==> config.mk <==
export PLATFORM = sky130hd
export DESIGN_NAME = code_conv_sched
export DESIGN_NICKNAME = d
export VERILOG_FILES = /design/src/rtl/code_conv_sched.sv
export SDC_FILE = /design/constraint.sdc
export NUM_CORES = 1
export LEC_CHECK = 0
export CORE_ASPECT_RATIO = 2
export CORE_MARGIN = 2
export CORE_UTILIZATION = 45
export DETAILED_ROUTE_END_ITERATION = 8
export PLACE_DENSITY = 0.85
export SLEW_MARGIN = 10
export SYNTH_ARGS = -nofsm -noshare
export SYNTH_HDL_FRONTEND = slang
export SYNTH_SLANG_ARGS = --single-unit
==> constraint.sdc <==
create_clock -name clk -period 2.67 [get_ports clk]
set_clock_uncertainty 0.2 [all_clocks]
set_input_delay 0.534 -clock clk [delete_from_list [all_inputs] [get_ports clk]]
set_output_delay 0.534 -clock clk [all_outputs]
set_load 0.03 [all_outputs]
==> src/rtl/code_conv_sched.sv <==
// code_conv_sched
//   Round-robin scheduler that shares one binary/Gray code converter among
//   N requesters. Binary->Gray finishes in a single conversion cycle.
//   Gray->binary is resolved bit-serially from MSB to LSB, one bit per cycle.
//   The result is returned over a valid/ready handshake and tagged with the
//   id of the requester that owns it.
//
// Optional feature macro: CC_PARITY_EN
//   When it is defined, the block adds out_parity, the XOR-reduce of
//   out_data. It is registered with out_data.
//
// Ports
//   clk        : clock, rising edge
//   rst_n      : asynchronous active-low reset
//   req        : per-requester request, held until its grant bit is seen
//   req_mode   : per-requester direction (0 = bin->Gray, 1 = Gray->bin)
//   req_data   : per-requester word, slice i = [i*W +: W]
//   grant      : one-hot pulse in the first conversion cycle
//   out_valid  : result available (high throughout DONE)
//   out_ready  : consumer accepts the result
//   out_data   : converted word, registered, retained after handshake
//   out_id     : owner of out_data, registered, retained after handshake
//   out_parity : XOR-reduce of out_data (CC_PARITY_EN only)
//   busy       : high whenever the scheduler is not idle
module code_conv_sched #(
  parameter int W = 8,
  parameter int N = 4
) (
  input  logic                 clk,
  input  logic                 rst_n,
  input  logic [N-1:0]         req,
  input  logic [N-1:0]         req_mode,
  input  logic [N*W-1:0]       req_data,
  output logic [N-1:0]         grant,
  output logic                 out_valid,
  input  logic                 out_ready,
  output logic [W-1:0]         out_data,
  output logic [$clog2(N)-1:0] out_id,
`ifdef CC_PARITY_EN
  output logic                 out_parity,
`endif
  output logic                 busy
);

  localparam int IDW = $clog2(N);
  localparam int IW  = $clog2(W);

  typedef enum logic [1:0] {IDLE, CONV, DONE} state_t;

  state_t         state, state_next;
  logic [IDW-1:0] ptr;
  logic [IDW-1:0] id_q;
  logic [W-1:0]   dat_q;
  logic           mode_q;
  logic [W-1:0]   res_q;
  logic [IW-1:0]  idx;
  logic [IW-1:0]  idx_up;

  logic           found;
  logic [IDW-1:0] win_id;
  logic [IDW-1:0] cand;
  logic [W-1:0]   sel_data;
  logic [W-1:0]   res_next;
  logic [W-1:0]   conv_result;

  // Round-robin search: walk ptr+1, ptr+2, ... with wrap at N-1. This also
  // works when N is not a power of two. The first set req bit wins.
  always_comb begin
    found  = 1'b0;
    win_id = '0;
    cand   = ptr;
    for (int k = 0; k < N; k++) begin
      cand = (cand == IDW'(N-1)) ? '0 : cand + 1'b1;
      if (!found && req[cand]) begin
        found  = 1'b1;
        win_id = cand;
      end
    end
  end

  assign sel_data = req_data[win_id*W +: W];

  // Serial Gray->binary step. Each bit is the XOR of the already-resolved
  // bit above it and the matching Gray bit. Binary->Gray is a single XOR.
  always_comb begin
    idx_up        = idx + 1'b1;
    res_next      = res_q;
    res_next[idx] = res_q[idx_up] ^ dat_q[idx];
    conv_result   = mode_q ? res_next : (dat_q ^ (dat_q >> 1));
  end

  // State register
  always_ff @(posedge clk or negedge rst_n) begin
    if (!rst_n) state <= IDLE;
    else        state <= state_next;
  end

  // Next-state logic. Gray->binary leaves CONV on the edge that resolves
  // bit 0. Binary->Gray leaves CONV after a single edge.
  always_comb begin
    state_next = state;
    case (state)
      IDLE:    if (found) state_next = CONV;
      CONV:    if (!mode_q || idx == '0) state_next = DONE;
      DONE:    if (out_ready) state_next = IDLE;
      default: state_next = IDLE;
    endcase
  end

  assign out_valid = (state == DONE);
  assign busy      = (state != IDLE);

  // Datapath. The grant pulse is registered together with the latch of the
  // winner's inputs, so it lines up exactly with the first CONV cycle. The
  // output registers load only when the FSM enters DONE. They keep their
  // value afterwards, and out_valid is what qualifies them.
  always_ff @(posedge clk or negedge rst_n) begin
    if (!rst_n) begin
      ptr      <= IDW'(N-1);
      grant    <= '0;
      id_q     <= '0;
      dat_q    <= '0;
      mode_q   <= 1'b0;
      res_q    <= '0;
      idx      <= '0;
      out_data <= '0;
      out_id   <= '0;
`ifdef CC_PARITY_EN
      out_parity <= 1'b0;
`endif
    end else begin
      grant <= '0;
      case (state)
        IDLE: begin
          if (found) begin
            grant[win_id] <= 1'b1;
            ptr           <= win_id;
            id_q          <= win_id;
            dat_q         <= sel_data;
            mode_q        <= req_mode[win_id];
            res_q         <= {sel_data[W-1], {(W-1){1'b0}}};
            idx           <= IW'(W-2);
          end
        end
        CONV: begin
          res_q <= res_next;
          if (mode_q && idx != '0) idx <= idx - 1'b1;
          if (state_next == DONE) begin
            out_data <= conv_result;
            out_id   <= id_q;
`ifdef CC_PARITY_EN
            out_parity <= ^conv_result;
`endif
          end
        end
        default: ;
      endcase
    end
  end

endmodule
==> results.yml <==
synthesis:
  synthMuxAreaShare: 0.0679
  yosysWarnings: 0
  synth_cells: 272
  synth_edf_count: 0
  ys_top_cells_by_count: "dfrtp_1, nand2_1, o21ai_0, a211oi_1"
  synth_top_flop_cell: "dfrtp_1"
  async_flop_share: 1.00
  synth.avg_cell_area_um2: 9.28
  synth_area_leader_cell: "dfrtp_1"
  ys_types: 45
  netlist.area_leader.share: 0.377
  synthSimpleGateAreaFrac: 0.215
  synth_compound_area_frac: 0.222
  synthAdderAreaFrac: 0.0198
  yosysMostFrequentCell: "dfrtp_1"
  synth_seq_cells: 40
  synth_area_leaders: "dfrtp_1, nor4b_1, o21ai_0"
  synth_nets: 319
  ys_seq_area_frac: 0.398
  netlist_area_um2: 2520
  synth_top_family_by_area: "compound AO/OA/AOI/OAI gates"
  synth_xor_xnor_area_share: 0.0312
setup_path:
  worstRegToRegCells: 7
  crit_path_start: "idx[1]"
  cp-end-kind: "flop"
  rrSetupSlack_ns: 0.17
  path_class: "reg -> reg"
  timing.rr.end: "res_q[5]"
  crit_arrival_ns: 2.46
  r2r_start: "idx[1]"
  endpoint: "res_q[5]"
  crit_path_max_fanout: 7
  cp-start-kind: "flop"
  required_ns: 2.63
detailed_routing:
  avgViaCountPerCell: 6.06
  drt-total-wl_um: 6720
  routedWlPerCell_um: 17.0
  drcViolationCount: 0
  antenna_left: 0
  via_count: 2389
  dr.pass1.iters: 5
  detail_route.iter0.violations: 93
final_layout:
  diodes: 0
  drive_above_1_share: 0.126
  fill_cells: 460
  final_nets: 380
  postLayoutCoreUtil: 0.615
  area_delta_synth_final_pct: 32.1
grt:
  antenna_found_initial: 0
  grt_pass1_vias: 2454
  grt_usage: 0.231
  grt_start_max_net_pins: 41
  grt_pass1_wl_um: 11200
  grt_overflow_total: 0
timing:
  fin_crit_sh: 0.935
  fmax_ghz: 0.400
  period_needed_ns: 2.50
  setup_viol: 0
  worst_slew_pin_slew_ns: 0.892
  slew_headroom: 0.405
  maxSlewViolCount: 0
  hold_slack_ns: 0.144
  hold_violations: 0
  rsz0062_at_grt: "false"
place:
  dp_hpwl_um: 5210
  io_buffers: 58
  place_congestion: 0.927
clock_network:
  ctsHoldBuffers: 0
  cts-htree-levels: 2
  numCtsBuffers: 5
  post_cts_buffers: 0
  root_buffer: "clkbuf_8"
  cts.sinks: 40
  cts_tree: "yes"
  clk_pin_slew_ns: 0.08
  clock_latency_ns: 0.30
  clock_path_buffers: 2
  ctsResizeCount: 0
die:
  core_um2: 5420
  die_h_um: 110
  rows: 38
  start_util: 0.466
  num_io_pins: 59
  die-width_um: 57.0
  die_area_um2: 6260
worst_hold_path:
  hold_path_class: "in -> async"
pwr:
  p_leak_nw: 1.35
  vdd_drop_max_mv: 1.06
  power_density_nw_per_um2: 1260
run:
  cap_violations: 0
outcome:
  status: "finished clean"
## report_power, final
part / internal (mW) / switching (mW)
Combinational: 1.09 / 1.54
Sequential: 0.875 / 0.193
Clock: 0.277 / 0.223
Total: 2.24 / 1.95
## layout by cell type (no fill, tap or decap), types with 2 or more instances in the layout
cell | Yosys | routed
inv_1 | 9 | 9
dfrtp_1 | 38 | 38
nor2b_1 | 2 | 2
nand2b_1 | 6 | 6
mux2_2 | 3 | 3
or2_2 | 2 | 2
o21ai_0 | 27 | 27
xnor2_1 | 8 | 8
or3_1 | 3 | 3
a21oi_1 | 12 | 12
buf_4 | 0 | 14
o41ai_2 | 3 | 3
and3_1 | 2 | 2
dfstp_2 | 2 | 2
clkdlybuf4s50_1 | 0 | 57
mux2i_1 | 4 | 4
ha_1 | 4 | 4
mux4_2 | 2 | 2
clkbuf_8 | 0 | 5
o31ai_1 | 16 | 16
nor3_1 | 13 | 13
nand2_1 | 30 | 30
a211oi_1 | 17 | 17
nand3_1 | 2 | 2
mux4_1 | 2 | 2
nor4b_1 | 16 | 16
nor2_1 | 13 | 13
## cell families after synthesis
family / Yosys count
AO/OA/AOI/OAI: 82
XOR/XNOR: 9
adder cells (fa/ha/maj): 4
buffers and inverters: 29
flip-flops: 40
multiplexers: 11
AND/OR/NAND/NOR: 97
## flip-flops by register name (all words and copies together) (netlist names)
register,count
ptr,2
idx,3
dat_q,8
out_data,8
out_id,2
id_q,2
grant,4
res_q,8
state,2
mode_q,1
## per-layer routing
| metal | vias up | global-route usage | wire (µm) |
|---|---|---|---|
| met3 | 18 | 0.0212 | 253 |
| met2 | 103 | 0.465 | 4000 |
| met1 | 1140 | 0.225 | 2250 |
| met4 | 0 | 0.115 | 209 |
| met5 | - | 0 | 0 |
| li1 | 1128 | - | - |
## critical path: stages, from the launching register on
cell and delay [ns]:
dfrtp_1 0.35, inv_1 0.10, ha_1 0.38, mux4_1 0.34, mux2_2 0.32, and3_1 0.29
nor2_4 0.26, o31ai_1 0.12
## worst min-delay path by stage
| stage | startpoint | end | slack (ns) |
|---|---|---|---|
| after detailed placement | ptr[1] | ptr[1] | 0.27 |
| final | rst_n | out_id[0] | 0.14 |
| after global routing | rst_n | out_id[0] | 0.21 |
| after global placement | ptr[1] | ptr[1] | 0.25 |
| after CTS | rst_n | out_id[0] | 0.17 |
| after floorplan | rst_n | dat_q[0] | 0.04 |
## area by class of cell
cell class              count  area [µm²]  area share
clock buffers               5        68.8      0.0206
flip-flops and latches     40        1000       0.301
clock inverters             3        42.5      0.0128
well taps                  60        75.1      0.0225
multi-input cells         203        1410       0.422
inverters                  10        37.5      0.0113
repair buffers             73         701       0.210
## stage by stage
stage / power [mW] / setup slack, ns / area (µm²) / TNS, ns / instances
after floorplan: 2.83 / 0.182 / 2520 / 0 / 272
after global placement: 3.60 / 0.107 / 3220 / 0 / 386
after detailed placement: 3.69 / -0.00767 / 3220 / -0.00767 / 386
after CTS: 4.19 / 0.166 / 3330 / 0 / 394
after global routing: 4.49 / 0.0447 / 3330 / 0 / 394
final: 4.19 / 0.173 / 3330 / 0 / 394
No activity file was read; power rests on OpenSTA's default activity.
